===== src/rtl/uart_tx_mmio.sv =====
// Memory-mapped 8N1 UART transmitter: CPU stores to TXDATA feed a byte FIFO that
// is drained onto the serial line; STATUS exposes overflow, busy and full.
module uart_tx_mmio #(
  parameter int unsigned CLOCK_FREQ = 100_000_000,
  parameter int unsigned BAUD_RATE  = 115200,
  parameter int unsigned FIFO_DEPTH = 8,
  parameter logic [31:0] BASE_ADDR  = 32'h1000_0000
) (
  input  logic        clk,
  input  logic        rst,
  input  logic [31:0] mem_addr,
  input  logic [31:0] mem_wdata,
  input  logic        mem_wen,
  output logic [31:0] mem_rdata,
  output logic        tx,
  output logic        tx_busy
);

  localparam int unsigned DIVISOR = CLOCK_FREQ / BAUD_RATE;
  localparam int unsigned BW      = $clog2(DIVISOR);
  localparam int unsigned PW      = $clog2(FIFO_DEPTH);
  localparam int unsigned CW      = PW + 1;

  localparam logic [BW-1:0] BAUD_LAST  = BW'(DIVISOR - 1);
  localparam logic [CW-1:0] COUNT_FULL = CW'(FIFO_DEPTH);

  localparam logic [3:0] OFF_TXDATA = 4'h0;
  localparam logic [3:0] OFF_STATUS = 4'h4;

  typedef enum logic [1:0] {
    IDLE  = 2'd0,
    START = 2'd1,
    DATA  = 2'd2,
    STOP  = 2'd3
  } state_t;

  // Bus decode
  logic       sel;
  logic [3:0] off;
  logic       wr_data;
  logic       wr_status;

  assign sel       = (mem_addr[31:4] == BASE_ADDR[31:4]);
  assign off       = mem_addr[3:0];
  assign wr_data   = sel && mem_wen && (off == OFF_TXDATA);
  assign wr_status = sel && mem_wen && (off == OFF_STATUS);

  logic unused_wdata;
  assign unused_wdata = ^mem_wdata[31:8];

  // FIFO storage and bookkeeping
  logic [7:0]    fifo_mem [FIFO_DEPTH];
  logic [PW-1:0] head;
  logic [PW-1:0] tail;
  logic [CW-1:0] count;
  logic          overflow;
  logic          full;
  logic          empty;
  logic          push;
  logic          drop;
  logic          pop;

  assign full  = (count == COUNT_FULL);
  assign empty = (count == '0);
  // Full is judged on the pre-edge count, so a same-cycle pop never makes room.
  assign push  = wr_data && !full;
  assign drop  = wr_data && full;

  always_ff @(posedge clk) begin
    if (push) begin
      fifo_mem[tail] <= mem_wdata[7:0];
    end
  end

  always_ff @(posedge clk) begin
    if (rst) begin
      head     <= '0;
      tail     <= '0;
      count    <= '0;
      overflow <= 1'b0;
    end else begin
      if (push) begin
        tail <= tail + PW'(1);
      end
      if (pop) begin
        head <= head + PW'(1);
      end
      case ({push, pop})
        2'b10:   count <= count + CW'(1);
        2'b01:   count <= count - CW'(1);
        default: count <= count;
      endcase
      if (drop) begin
        overflow <= 1'b1;
      end else if (wr_status) begin
        overflow <= 1'b0;
      end
    end
  end

  // Serialiser FSM
  state_t        state;
  state_t        state_next;
  logic [BW-1:0] baud_cnt;
  logic [BW-1:0] baud_next;
  logic [2:0]    bit_idx;
  logic [2:0]    bit_next;
  logic [7:0]    shift;
  logic [7:0]    shift_next;
  logic          tx_next;
  logic          baud_done;

  assign baud_done = (baud_cnt == BAUD_LAST);

  always_ff @(posedge clk) begin
    if (rst) begin
      state    <= IDLE;
      baud_cnt <= '0;
      bit_idx  <= '0;
      shift    <= '0;
      tx       <= 1'b1;
    end else begin
      state    <= state_next;
      baud_cnt <= baud_next;
      bit_idx  <= bit_next;
      shift    <= shift_next;
      tx       <= tx_next;
    end
  end

  always_comb begin
    state_next = state;
    baud_next  = baud_cnt;
    bit_next   = bit_idx;
    shift_next = shift;
    pop        = 1'b0;
    case (state)
      IDLE: begin
        if (!empty) begin
          pop        = 1'b1;
          shift_next = fifo_mem[head];
          baud_next  = '0;
          state_next = START;
        end
      end
      START: begin
        if (baud_done) begin
          baud_next  = '0;
          bit_next   = '0;
          state_next = DATA;
        end else begin
          baud_next = baud_cnt + BW'(1);
        end
      end
      DATA: begin
        if (baud_done) begin
          baud_next = '0;
          if (bit_idx == 3'd7) begin
            state_next = STOP;
          end else begin
            bit_next = bit_idx + 3'd1;
          end
        end else begin
          baud_next = baud_cnt + BW'(1);
        end
      end
      STOP: begin
        if (baud_done) begin
          baud_next  = '0;
          state_next = IDLE;
        end else begin
          baud_next = baud_cnt + BW'(1);
        end
      end
      default: state_next = IDLE;
    endcase
  end

  // The line level is derived from the next state so tx registers in step with it.
  always_comb begin
    tx_next = 1'b1;
    case (state_next)
      START:   tx_next = 1'b0;
      DATA:    tx_next = shift_next[bit_next];
      default: tx_next = 1'b1;
    endcase
  end

  assign tx_busy = (count != '0) || (state != IDLE);

  always_comb begin
    mem_rdata = '0;
    if (sel && (off == OFF_STATUS)) begin
      mem_rdata = {29'b0, overflow, tx_busy, full};
    end
  end

endmodule


===== config.mk =====
export PLATFORM = sky130hd
export DESIGN_NAME = uart_tx_mmio
export DESIGN_NICKNAME = d
export VERILOG_FILES = /design/src/rtl/uart_tx_mmio.sv
export SDC_FILE = /design/constraint.sdc
export NUM_CORES = 1
export LEC_CHECK = 0
export ABC_AREA = 1
export CORE_MARGIN = 1.5
export CORE_UTILIZATION = 45
export CTS_BUF_LIST = sky130_fd_sc_hd__clkbuf_8
export DETAILED_ROUTE_END_ITERATION = 8
export PLACE_DENSITY = 0.78
export SKIP_LAST_GASP = 1
export SYNTH_ARGS = -nofsm -noshare
export SYNTH_HDL_FRONTEND = slang
export SYNTH_SLANG_ARGS = --single-unit

===== constraint.sdc =====
create_clock -name clk -period 4.2 [get_ports clk]
set_clock_uncertainty 0.15 [all_clocks]
set_input_delay 0.42 -clock clk [delete_from_list [all_inputs] [get_ports clk]]
set_output_delay 0.42 -clock clk [all_outputs]
set_load 0.01 [all_outputs]

==> impl_metrics.yaml <==
outcome:
  outcome: "finished, final reports clean"
routing:
  ant_nets: 0
  vias_per_cell: 5.03
  routed_wl_mm: 10.4
  num_vias: 3920
  wl_per_cell_um: 13.4
  first_iter_violations: 181
  first_pass_iters: 5
  drc: 0
sta:
  relSlewSlack_pct: 41.0
  setup_tns_ps: 0
  min_period_over_period_pct: 71.7
  hold_viol: 0
  rsz0062_at_grt: "false"
  worstMarginPinSlew_ps: 882
  finalSetupViolCount: 0
  slew_viol_final: 0
  fmax_ghz: 0.332
  min_period_ps: 3010
  holdWs_ps: 319
setup_path:
  critPathArrivalTime_ps: 3120
  crit_buf_inv: 1
  cp-end-kind: "flop"
  cpPeakStageDelay_ps: 440
  cp.required_ps: 4310
  crit_chain: "clkdlybuf4s50_1 > nor4_1 > nand4_1 > nor2_1 > nand2_1 > nor2_1 > nand2_1 > ha_1 > xnor2_1 > nand3b_1 > a21oi_1 > o21ai_0 > o21ai_0 > a21oi_1"
  critPathLaunchType: "input port"
  setup.worst_path.class: "input port to flop"
  critical_path.startpoint: "mem_addr[9]"
  crit_path_max_fanout: 5
  cpMaxStageDelayCell: "clkdlybuf4s50_1"
  cpLargestDelayFamily: "simple AND/OR/NAND/NOR gates"
clock_tree:
  cts_buffers: 9
  ctsHoldBuffers: 0
  clkTransAtPathRegs_ps: 90
  clk_latency_ps: 370
  clkSinkCount: 102
  cts-resized-gates: 0
  h-tree-depth: 3
  clock-root-buffer: "clkbuf_8"
  clockBufferDepth: 2
  post-cts-setup-buffers: 0
  cts_tree: "built"
floorplan:
  core_area_sq_um: 11000
  initial_core_util_pct: 46.6
  rows: 38
  die_w_um: 110
  dieArea_sq_um: 12000
  ios: 101
  die_h_um: 110
yosys:
  synth_top_area_share_pct: 37.5
  synth_area_leader_cell: "edfxtp_1"
  synth_edf_count: 64
  synth_cells: 585
  async_reset_ff_share_pct: 0
  avgSynthCellArea_sq_um: 8.75
  ys_ff_latch: 102
  synth_area_leaders: "edfxtp_1 38%, dfxtp_1 15%, nand2_1 11%"
  synth_most_common_cell: "nand2_1"
  synth_area_sq_um: 5120
  post_synth_num_cell_types: 42
  synth-main-ff-cell: "edfxtp_1"
  ys_seq_area_share_pct: 52.4
  synth_warnings: 0
  synthTopCellsByCount: "146 x nand2_1, 69 x nor2_1, 64 x edfxtp_1, 51 x inv_1, 49 x nand3_1"
place:
  hpwl_mm: 7.12
  portBuffers: 47
  globalplace.congestion: 0.842
global_routing:
  gr-total-overflow: 0
  grt_pass1_vias: 3795
  grt.total_usage_pct: 18.9
  grt_max_degree: 34
  antenna_found_initial: 0
  grt_pass1_wl_mm: 17.4
min_path:
  hold_start: "head[2]"
  hp-class: "flop to flop"
power_and_ir_drop:
  power_density_nw_per_um2: 496
  finalPower_uw: 2880
  leakage_uw: 0.00231
  ir_worst_vdd_v: 0.000338
final_layout:
  drive_above_1_share_pct: 7.81
  finalNetCount: 714
  diodes: 0
  final_util_pct: 52.9
  syn_to_final_growth_pct: 13.5
job:
  maxCapViolCount: 0
-- area by class of cell --
class,count,area (sq um)
inverter,54,205
clock inverter,7,55.1
tap,140,175
multi-input combinational,412,2030
clock buffer,9,124
sequential,102,2680
fill,989,5170
timing repair buffer,56,538
-- layout by cell type, fill, tap and decap left out, types with 3 or more instances in the layout --
cell	count
clkbuf_8	9
nor2_1	69
clkdlybuf4s50_1	47
xor2_1	4
nor4_1	8
conb_1	29
buf_4	9
nand2_2	7
clkinv_4	3
ha_1	12
nand2_1	146
dfxtp_1	38
edfxtp_1	64
o21ai_0	22
a21oi_1	29
nand4_1	8
or2_2	3
inv_1	51
nand3_1	49
-- stage by stage --
step	std cells	area, sq um	setup WS (ps)
global route	780	5810	935
floorplan	613	5220	1700
global placement	764	5630	1010
CTS	780	5810	1230
finish	780	5810	1190
detailed placement	764	5630	859
-- power by group --
part	internal, uW	leakage, uW	total (uW)	switching, uW
Sequential	1150	0.000885	1220	69.1
Clock	222	0.0000931	569	347
Combinational	382	0.00133	1090	707
Total	1760	0.00231	2880	1120
-- cell families (layout without fill, tap and decap cells) --
family / after synthesis / count (layout) / share of synthesized area, %
other: 1 / 29 / 0.0733
AND/OR/NAND/NOR: 305 / 305 / 27.0
adder cells (fa/ha/maj): 12 / 12 / 2.93
AO/OA/AOI/OAI: 61 / 61 / 6.72
XOR/XNOR: 5 / 5 / 0.855
flip-flops: 102 / 102 / 52.4
buffers and inverters: 99 / 126 / 10.0
-- state kept, by name, indices dropped and copies added (netlist names), named ones only --
| signal | cells |
|---|---|
| shift | 8 |
| baud_cnt | 10 |
| state | 2 |
| head | 3 |
| overflow | 1 |
| fifo_mem | 64 |
| tx | 1 |
| tail | 3 |
| count | 4 |
| bit_idx | 3 |
-- worst paths after layout --
| kind | endpoint | slack, ps | cells after the start |
|---|---|---|---|
| max | count[3] | 1190 | 14 |
| max reg2reg | tx | 1750 | 11 |
| min | flop | 320 | 2 |
| min reg2reg | flop | 320 | 2 |
-- worst reg2reg max path, stage by stage, from the launching register on --
cell and delay, ps:
dfxtp_1 790, inv_1 500, nand3_1 210, nand3_1 90, nand3_1 150, nand2_1 80
nand3_1 70, nand3_1 70, nand3_1 90, nand3_1 80, nand2_1 70, inv_1 40
-- routing by layer --
layer  GRT usage [%]  share of wire, %  vias up
met4            7.14               1.9        0
li1                -                 -     1973
met1            22.5                43     1810
met3            4.03               5.2       21
met2            33.4                50      116
met5               0                 0        -
(Power assumes the default switching activity.)
